==> src/rtl/score_display_scanner_pkg.sv <==
// rtl/score_display_scanner_pkg.sv - shared types, constants and helpers for the score display
package score_pkg;

    localparam int SCORE_W    = 14;
    localparam int NUM_DIGITS = 4;
    localparam int BCD_W      = 4 * NUM_DIGITS;

    localparam logic [SCORE_W-1:0] SCORE_MAX = 14'd9999;
    localparam logic [6:0]         BLANK_SEG = 7'b1111111;

    typedef enum logic [1:0] {
        IDLE,
        SHIFT,
        DONE
    } conv_state_e;

    // Clamp an out-of-range score so the four-digit display never overflows.
    function automatic logic [SCORE_W-1:0] sat_score(input logic [SCORE_W-1:0] s);
        return (s > SCORE_MAX) ? SCORE_MAX : s;
    endfunction

    // Double-dabble correction: every nibble >= 5 gets +3 before the shift.
    function automatic logic [BCD_W-1:0] add3_nibbles(input logic [BCD_W-1:0] b);
        logic [BCD_W-1:0] r;
        r = b;
        for (int i = 0; i < NUM_DIGITS; i++) begin
            if (b[4*i +: 4] >= 4'd5) begin
                r[4*i +: 4] = b[4*i +: 4] + 4'd3;
            end
        end
        return r;
    endfunction

endpackage

==> src/rtl/score_display_scanner_if.sv <==
// rtl/score_display_scanner_if.sv - score load and display pin bundle
interface score_display_scanner_if;
    import score_pkg::*;

    logic [SCORE_W-1:0] score_in;
    logic               score_load;
    logic               busy;
    logic [3:0]         anode;
    logic [3:0]         digit;
    logic [6:0]         cathode;

    modport master (
        output score_in, score_load,
        input  busy, anode, digit, cathode
    );

    modport slave (
        input  score_in, score_load,
        output busy, anode, digit, cathode
    );

endinterface

==> src/rtl/score_display_scanner_bin2bcd.sv <==
// rtl/score_display_scanner_bin2bcd.sv - sequential shift-add-3 binary to BCD converter
module bin2bcd_seq
    import score_pkg::*;
(
    input  logic               clk,
    input  logic               rst_n,
    input  logic               start,
    input  logic [SCORE_W-1:0] bin,
    output logic               busy,
    output logic               done,
    output logic [BCD_W-1:0]   bcd
);

    localparam logic [3:0] LAST_SHIFT = 4'(SCORE_W - 1);

    conv_state_e        state_q, state_d;
    logic [3:0]         cnt_q;
    logic [SCORE_W-1:0] bin_q;
    logic [BCD_W-1:0]   bcd_q;
    logic [BCD_W-1:0]   bcd_adj;

    assign bcd_adj = add3_nibbles(bcd_q);

    // Next-state: one shift per cycle for SCORE_W cycles, then a single DONE cycle.
    always_comb begin
        state_d = state_q;
        case (state_q)
            IDLE:    if (start) state_d = SHIFT;
            SHIFT:   if (cnt_q == LAST_SHIFT) state_d = DONE;
            DONE:    state_d = IDLE;
            default: state_d = IDLE;
        endcase
    end

    // State register and the {bcd,bin} shift datapath; starts are ignored unless idle.
    always_ff @(posedge clk) begin
        if (!rst_n) begin
            state_q <= IDLE;
            cnt_q   <= '0;
            bin_q   <= '0;
            bcd_q   <= '0;
        end else begin
            state_q <= state_d;
            case (state_q)
                IDLE: begin
                    if (start) begin
                        bin_q <= sat_score(bin);
                        bcd_q <= '0;
                        cnt_q <= '0;
                    end
                end
                SHIFT: begin
                    bcd_q <= {bcd_adj[BCD_W-2:0], bin_q[SCORE_W-1]};
                    bin_q <= {bin_q[SCORE_W-2:0], 1'b0};
                    cnt_q <= cnt_q + 4'd1;
                end
                default: ;
            endcase
        end
    end

    assign busy = (state_q != IDLE);
    assign done = (state_q == DONE);
    assign bcd  = bcd_q;

endmodule

==> src/rtl/score_display_scanner_cathode.sv <==
// rtl/score_display_scanner_cathode.sv - BCD to active-low seven-segment decoder
module cathode_control
    import score_pkg::*;
(
    input  logic [3:0] digit,
    output logic [6:0] cathode
);

    // Segment order {a,b,c,d,e,f,g}, 0 lights a segment; non-decimal codes go dark.
    always_comb begin
        cathode = BLANK_SEG;
        case (digit)
            4'd0: cathode = 7'b0000001;
            4'd1: cathode = 7'b1001111;
            4'd2: cathode = 7'b0010010;
            4'd3: cathode = 7'b0000110;
            4'd4: cathode = 7'b1001100;
            4'd5: cathode = 7'b0100100;
            4'd6: cathode = 7'b0100000;
            4'd7: cathode = 7'b0001111;
            4'd8: cathode = 7'b0000000;
            4'd9: cathode = 7'b0000100;
            default: cathode = BLANK_SEG;
        endcase
    end

endmodule

==> src/rtl/score_display_scanner.sv <==
// rtl/score_display_scanner.sv - four-digit multiplexed seven-segment score display
module score_display_scanner
    import score_pkg::*;
#(
    parameter int REFRESH_DIV = 100000,
    parameter bit BLANK_LZ    = 1'b1
) (
    input  logic                    clk,
    input  logic                    rst_n,
    score_display_scanner_if.slave  bus
);

    localparam int            CW      = $clog2(REFRESH_DIV);
    localparam logic [CW-1:0] CNT_MAX = CW'(REFRESH_DIV - 1);

    logic               conv_busy;
    logic               conv_done;
    logic [BCD_W-1:0]   conv_bcd;

    logic [CW-1:0]      rcnt_q;
    logic [1:0]         idx_q, idx_d;
    logic [BCD_W-1:0]   disp_q, disp_d;
    logic [3:0]         anode_q, anode_d;
    logic [3:0]         digit_q, digit_d;
    logic               wrap;
    logic               blank_d;
    logic [BCD_W-1:0]   upper_d;
    logic [3:0]         one_hot_d;

    bin2bcd_seq u_conv (
        .clk   (clk),
        .rst_n (rst_n),
        .start (bus.score_load),
        .bin   (bus.score_in),
        .busy  (conv_busy),
        .done  (conv_done),
        .bcd   (conv_bcd)
    );

    assign wrap = (rcnt_q == CNT_MAX);

    // Outputs are registered from the post-edge index and display value so a new
    // score appears on the same edge that loads the display registers.
    always_comb begin
        idx_d     = wrap ? idx_q + 2'd1 : idx_q;
        disp_d    = conv_done ? conv_bcd : disp_q;
        digit_d   = disp_d[{idx_d, 2'b00} +: 4];
        upper_d   = disp_d >> {idx_d, 2'b00};
        blank_d   = BLANK_LZ && (idx_d != 2'd0) && (upper_d == '0);
        one_hot_d = 4'b0001 << idx_d;
        anode_d   = blank_d ? 4'b1111 : ~one_hot_d;
    end

    // Refresh counter, scan index, display registers and registered pin drive.
    always_ff @(posedge clk) begin
        if (!rst_n) begin
            rcnt_q  <= '0;
            idx_q   <= '0;
            disp_q  <= '0;
            anode_q <= 4'b1110;
            digit_q <= 4'd0;
        end else begin
            rcnt_q  <= wrap ? '0 : rcnt_q + CW'(1);
            idx_q   <= idx_d;
            disp_q  <= disp_d;
            anode_q <= anode_d;
            digit_q <= digit_d;
        end
    end

    cathode_control u_dec (
        .digit   (digit_q),
        .cathode (bus.cathode)
    );

    assign bus.busy  = conv_busy;
    assign bus.anode = anode_q;
    assign bus.digit = digit_q;

endmodule

==> src/flat_wrapper.sv <==
// flat-port wrapper written by rule: the top's interface ports become plain ports
module score_display_scanner_flat import score_pkg::*;
#(
    parameter int REFRESH_DIV = 100000,
    parameter bit BLANK_LZ    = 1'b1
)
  (clk, rst_n, bus_score_in, bus_score_load, bus_busy, bus_anode, bus_digit, bus_cathode);
  score_display_scanner_if bus_i ();
  input  logic clk;
  input  logic rst_n;
  input wire logic [$bits(bus_i.score_in)-1:0] bus_score_in;
  input wire logic [$bits(bus_i.score_load)-1:0] bus_score_load;
  output wire logic [$bits(bus_i.busy)-1:0] bus_busy;
  output wire logic [$bits(bus_i.anode)-1:0] bus_anode;
  output wire logic [$bits(bus_i.digit)-1:0] bus_digit;
  output wire logic [$bits(bus_i.cathode)-1:0] bus_cathode;
  assign bus_i.score_in = bus_score_in;
  assign bus_i.score_load = bus_score_load;
  assign bus_busy = bus_i.busy;
  assign bus_anode = bus_i.anode;
  assign bus_digit = bus_i.digit;
  assign bus_cathode = bus_i.cathode;
  score_display_scanner #(.REFRESH_DIV(REFRESH_DIV), .BLANK_LZ(BLANK_LZ)) u_core (.clk(clk), .rst_n(rst_n), .bus(bus_i));
endmodule
==> config.mk <==
export PLATFORM = sky130hd
export DESIGN_NAME = score_display_scanner_flat
export DESIGN_NICKNAME = d
export VERILOG_FILES = /design/src/rtl/score_display_scanner_pkg.sv /design/src/rtl/score_display_scanner_if.sv /design/src/rtl/score_display_scanner_bin2bcd.sv /design/src/rtl/score_display_scanner_cathode.sv /design/src/rtl/score_display_scanner.sv /design/src/flat_wrapper.sv
export SDC_FILE = /design/constraint.sdc
export NUM_CORES = 1
export LEC_CHECK = 0
export BUFFER_PORTS_ARGS = -buffer_cell sky130_fd_sc_hd__buf_2
export CORE_MARGIN = 2
export CORE_UTILIZATION = 50
export CTS_CLUSTER_SIZE = 20
export DETAILED_ROUTE_END_ITERATION = 6
export PLACE_DENSITY = 0.68
export SLEW_MARGIN = 15
export SYNTH_ARGS = -nofsm -noshare
export SYNTH_HDL_FRONTEND = slang
export SYNTH_HIERARCHICAL = 1
export SYNTH_SLANG_ARGS = --single-unit
export TNS_END_PERCENT = 10
==> constraint.sdc <==
create_clock -name clk -period 1.8 [get_ports clk]
set_input_delay 0.09 -clock clk [delete_from_list [all_inputs] [get_ports clk]]
set_output_delay 0.09 -clock clk [all_outputs]
set_load 0.02 [all_outputs]
==> results of run 1 <==
## registers in the layout (all words and copies together), names as in the netlist
register and flops:
u_core/u_conv/bcd 16, u_core/rcnt_q 17, u_core/u_conv/bin_q 14, u_core/idx_q 2, u_core/disp_q 16, u_core/bus.anode 4, u_core/u_conv/state_q 2, u_core/u_conv/cnt_q 4
u_core/bus.digit 4
## layer usage
metal | GRT usage, % | wire length [um] | vias up
met2 | 34.63 | 4460 | 81
met1 | 27.27 | 4270 | 1700
met4 | 5.556 | 98 | 0
met5 | 0 | 0 | -
li1 | - | - | 1808
met3 | 5.028 | 419 | 8
## area by class of cell
class | instances | area share [%]
clock buffer | 10 | 2.665
clock inverter | 5 | 1.575
multi-input combinational | 354 | 47.82
tap | 105 | 2.544
sequential | 79 | 30.72
timing repair buffer | 91 | 13.44
inverter | 17 | 1.235
## cells by family after synthesis
kind of cell / Yosys count / share of synthesized area [%]
multiplexers: 22 / 6.378
adder cells (fa/ha/maj): 16 / 4.837
AO/OA/AOI/OAI: 104 / 16.72
XOR/XNOR: 24 / 5.532
buffers and inverters: 40 / 4.443
flip-flops: 79 / 38.21
AND/OR/NAND/NOR: 188 / 23.88
## timing repair
item                                    in CTS  in global routing
resized for setup                            4                 13
setup buffers                                0                 10
hold endpoints to repair                     5                  0
pin swaps                                    2                  9
hold buffers                                 5                  0
endpoints found under the setup margin       7                 11
gates cloned                                 0                  1
## Yosys cell counts, types with 2 or more instances
cell type  number
o31ai_1         4
a21o_1          3
dfxtp_1        79
mux2i_1        14
nor2b_1        18
xnor2_1        11
o21ai_1        11
inv_1          17
and4bb_2        2
o21ai_0        28
nand4_1         4
nand2_1        47
mux4_2          3
buf_4           2
nor4_1          5
o21a_1          2
and2_1          5
a22o_1         12
or3_1           4
and3_1          7
a21boi_1        5
a222oi_1        2
a21boi_0        6
buf_6           2
nand3_1        17
nor3_1         11
nand2b_1       21
nor3b_1         2
clkbuf_1        9
xor2_1         12
a21oi_1        15
nor2_1         36
ha_1           16
a31oi_1         2
buf_2           9
mux2_2          5
## how the worst max path moves through the flow
stage / from / end / slack (ns) / cells past startpoint
final: u_core/rcnt_q[11] / u_core/bus.digit[2] / -0.23 / 8
after global routing: u_core/rcnt_q[13] / u_core/bus.digit[2] / -0.30 / 8
after CTS: u_core/rcnt_q[1] / u_core/bus.digit[3] / -0.12 / 8
after detailed placement: u_core/rcnt_q[8] / u_core/bus.anode[2] / -0.15 / 6
after global placement: u_core/rcnt_q[1] / u_core/bus.digit[2] / -0.05 / 8
after floorplan: u_core/rcnt_q[0] / u_core/bus.digit[3] / -0.01 / 7
## through the flow
| stage | cells | util [%] | area (um2) |
|---|---|---|---|
| floorplan | 473 | - | 4184 |
| CTS | 650 | 61.54 | 5006 |
| global placement | 630 | 58.08 | 4725 |
| global route | 661 | 63.50 | 5165 |
| detailed placement | 630 | 58.08 | 4725 |
| finish | 661 | 63.50 | 5165 |
## report_power, final
| part | switching (mW) | total, mW | internal [mW] |
|---|---|---|---|
| combinational | 0.137 | 0.261 | 0.124 |
| clock | 0.640 | 1.45 | 0.814 |
| sequential | 0.0263 | 1.81 | 1.79 |
## worst max-delay path, cell delays in order (launching register included)
cell       delay, ns
dfxtp_1         0.35
nor4b_4         0.32
nand4_4         0.22
xnor2_4         0.22
buf_6           0.13
clkbuf_16       0.14
mux2i_1         0.11
mux2_4          0.27
a211oi_2        0.18
==> flow_metrics.tcl, run 1 <==
set metrics [dict create \
    setup_tns_ns -1.139 \
    synth_top_area_share_pct 38.21 \
    first_iter_violations 167 \
    antenna_found_initial 0 \
    hpwlAfterDp_mm 6.554 \
    layout_commonest_cell "dfxtp_1" \
    maxCapViolCount 0 \
    r2r_slack_ns -0.23 \
    drtAntennaViolNets 0 \
    nNetsFinal 585 \
    slew_viol_final 0 \
    start_util_pct 50.88 \
    ys_types 61 \
    port_buffers 32 \
    synth_edf_count 0 \
    violations "setup timing" \
    final_cell_mix "dfxtp_1, nand2_1, buf_4" \
    hold_end "u_core/u_conv/bin_q[12]" \
    area_growth_pct 24.79 \
    ff2ff_path_depth 8 \
    die_h_um 94.99 \
    crit-reg2reg-capture "u_core/bus.digit[2]" \
    htreeDepth 3 \
    holdWs_ns 0.02724 \
    rsz0062_at_grt "true" \
    hold_viol_final 0 \
    maxSlewHeadroom_pct 68.05 \
    min_path_type "input port to flip-flop" \
    finalWorstSetupSlack_ns -0.2287 \
    hold_depth 3 \
    crit_path_end_kind "flip-flop" \
    num_rows 33 \
    cts_tree "done" \
    worstPathMaxFanout 6 \
    numCtsBuffers 9 \
    via_count 3597 \
    vias_per_cell 5.442 \
    syn_inst 473 \
    regToRegStartpoint "u_core/rcnt_q[11]" \
    worst_slew_pin_slew_ns 0.4786 \
    avgSynthCellArea_um2 8.750 \
    p_leak_nw 2.055 \
    drive_gt1_share_pct 24.82 \
    grt_usage_pct 20.91 \
    path_class "flip-flop to flip-flop" \
    seq_area_um2 1587 \
    synth.net_count 506 \
    period_share_pct 112.7 \
    cts_root_buffer "clkbuf_8" \
    min_from "bus_score_in[12]" \
    finalSetupViolations 7 \
    fin_crit_ns 2.029 \
    fillers 675 \
    multi_input_area_um2 2470 \
    synth_seq_area_share_pct 38.21 \
    synth_top_cell_by_area "dfxtp_1" \
    clock_sink_count 79 \
    clock_latency_ns 0.35 \
    power_mw 3.529 \
    route.detailed.drc 0 \
    status "finished with violations" \
    grt_pass1_wl_mm 15.01 \
    first_global_vias 3285 \
    clock-skew-final_ns 0.007845 \
    post-place-ws_ns -0.1504 \
    cp.required_ns 2.07 \
    synth-async-reset-ratio_pct 0 \
    cp.arrival_ns 2.30 \
    firstDrtPassIters 4 \
    grt_overflow 0 \
    synth_ff_type "dfxtp_1" \
    avgRoutedWirePerCell_um 13.99 \
    p_per_area_nw_per_um2 683.3 \
    core_area_um2 8134 \
    synth_area_leaders "dfxtp_1, ha_1, nand2_1" \
    wl_mm 9.249 \
    grt_max_degree 20 \
    critPathLaunchType "flip-flop" \
    synth_seq_cells 79 \
    fp.dieW_um 94.99 \
    cts_buffer_depth 2 \
    num_io_pins 33 \
    max_freq_mhz 492.9 \
    syn_area_um2 4139 \
    n_antenna_cell 0 \
    ys_warn_count 6 \
    gp_congestion 0.8645 \
    worst_ir_drop_vdd_uv 370.5 \
    clk_pin_slew_worst_paths_ns 0.08 \
    die-area_um2 9022 \
]
Note: power is estimated with default switching activity, not from simulation.
==> run 2: changes to the inputs <==
--- a/config.mk
+++ b/config.mk
@@ -10,7 +10,8 @@
 export CORE_UTILIZATION = 50
 export CTS_CLUSTER_SIZE = 20
 export DETAILED_ROUTE_END_ITERATION = 6
-export PLACE_DENSITY = 0.68
+export MAX_ROUTING_LAYER = met4
+export PLACE_DENSITY = 0.65
 export SLEW_MARGIN = 15
 export SYNTH_ARGS = -nofsm -noshare
 export SYNTH_HDL_FRONTEND = slang
==> constraint.sdc (replaced) <==
create_clock -name clk -period 2.47 [get_ports clk]
set_input_delay 0.1235 -clock clk [delete_from_list [all_inputs] [get_ports clk]]
set_output_delay 0.1235 -clock clk [all_outputs]
set_load 0.02 [all_outputs]
==> run 2 against run 1 <==
The run now ends clean. Die area unchanged. Clock skew down 0.0025 ns. Flip-flop and latch count is the same. Clock power fell by 27%. Clock-buffer cell count stayed put. Critical path depth shrank 1. Global-route usage increased by 0.40 points. Largest power group unchanged.
==> flow_metrics.tcl, run 2 (synthesis results as in run 1) <==
set metrics [dict create \
    status "completed" \
    cts_resized 0 \
    p_leak_nw 1.773 \
    pwr-share-clk_pct 41.7 \
    hold_viol_final 0 \
    switching_share_pct 22.89 \
    vias_per_cell 5.592 \
    utilization_pct 56.79 \
    area_growth_pct 11.61 \
    route.detailed.drc 0 \
    cts_hold_buf 2 \
    clock-skew-final_ns 0.005320 \
    cts_root_buffer "clkbuf_8" \
    wl_mm 8.852 \
    hpwlAfterDp_mm 6.141 \
    grt_overflow 0 \
    via_count 3422 \
    n_antenna_cell 0 \
    first_global_vias 3158 \
    firstDrtPassIters 5 \
    fin_crit_ns 2.186 \
    p_sw_mw 0.5838 \
    grt_usage_pct 21.31 \
    clk_pin_slew_worst_paths_ns 0.08 \
    layout_commonest_cell "dfxtp_1" \
    antenna_found_initial 0 \
    path_class "flip-flop to flip-flop" \
    top_register "u_core/rcnt_q" \
    port_buffers 32 \
    core_area_um2 8134 \
    nNetsFinal 535 \
    min_path_type "input port to flip-flop" \
    num_rows 33 \
    cts_buffer_depth 2 \
    finalSetupViolations 0 \
    grt_max_degree 38 \
    htreeDepth 3 \
    pwr-share-seq_pct 51.7 \
    grt_pass1_wl_mm 14.66 \
    drtAntennaViolNets 0 \
    post-place-ws_ns 0.3104 \
    cts_setup_buffers 0 \
    power_frac_comb_pct 6.6 \
    rsz0062_at_grt "false" \
    drive_gt1_share_pct 14.79 \
    gp_congestion 0.8362 \
    p_per_area_nw_per_um2 552.2 \
    avgRoutedWirePerCell_um 14.46 \
    worst_ir_drop_vdd_uv 264.8 \
    clock_sink_count 79 \
    die-area_um2 9022 \
    cts_tree "done" \
    worstPathMaxFanout 9 \
    first_iter_violations 140 \
    die_h_um 94.99 \
    final_cell_mix "dfxtp_1, nand2_1, nor2_1" \
    clock_latency_ns 0.35 \
    maxCapViolCount 0 \
    crit_path_end_kind "flip-flop" \
    cp.required_ns 2.75 \
    critPathLaunchType "flip-flop" \
    worst_slew_pin_slew_ns 0.4773 \
    period_share_pct 88.49 \
    fp.dieW_um 94.99 \
    p_int_mw 1.967 \
    slew_viol_final 0 \
    max_freq_mhz 457.5 \
    finalWorstSetupSlack_ns 0.2842 \
    setup_tns_ns 0 \
    start_util_pct 50.88 \
    cp.arrival_ns 2.46 \
    num_io_pins 33 \
    numCtsBuffers 9 \
    maxSlewHeadroom_pct 68.11 \
    largest_reg_flops 17 \
]
[run 2: cell types whose count changed in the layout (fill, tap and decap cells not counted), sizes merged]
cell and delta:
buf -46, clkbuf -1, clkinv +3, clkinvlp -1
dlygate4sd3 -3, inv -1
[run 2: through the flow]
stage	hold slack, ns	cells	power [mW]	instance area [um2]
after global placement	0.3649	594	1.510	4378
after CTS	0.006319	612	2.575	4619
after floorplan	0.2490	473	1.465	4139
final	0.02631	612	2.551	4619
after global routing	0.01826	612	2.650	4619
after detailed placement	0.3698	594	1.513	4378
[run 2: worst max-delay path, cell delays in order (launching register included)]
cell,delay (ns)
dfxtp_1,0.38
ha_1,0.23
and4_1,0.29
nand4_4,0.19
xnor2_4,0.36
a21oi_1,0.12
or3_1,0.38
o211ai_1,0.17
[run 2: final cells by class]
type / instances / area [um2]
flip-flops and latches: 79 / 1582
clock buffers: 10 / 137.6
well taps: 105 / 131.4
fillers: 733 / 3515
clock inverters: 6 / 83.83
multi-input cells: 354 / 2376
repair buffers: 41 / 245.2
inverters: 17 / 63.81
[run 2: path summary, 6_finish.rpt]
check / cells past startpoint / to / slack (ns) / from
max: 7 / u_core/bus.anode[2] / 0.28 / u_core/rcnt_q[0]
min: 2 / u_core/u_conv/bin_q[6] / 0.03 / bus_score_in[6]
max reg2reg: 7 / u_core/bus.anode[2] / 0.28 / u_core/rcnt_q[0]
min reg2reg: 2 / u_core/u_conv/bin_q[8] / 0.46 / u_core/u_conv/bin_q[8]
[run 2: power by group through the flow]
stage / Sequential, mW / Clock [mW] / Combinational, mW
final: 1.32 / 1.06 / 0.168
after global routing: 1.32 / 1.14 / 0.186
after CTS: 1.32 / 1.09 / 0.168
after detailed placement: 1.35 / 0 / 0.164
after global placement: 1.35 / 0 / 0.161
after floorplan: 1.35 / 0 / 0.120
[run 2: layer usage]
layer  vias up  track usage [%]  share of wire (%)
li1       1710                -                  -
met1      1606            27.33                 46
met2        93            32.80                 47
met3        13            4.629                4.7
met4         0            8.454                1.7
met5         -                -                  0
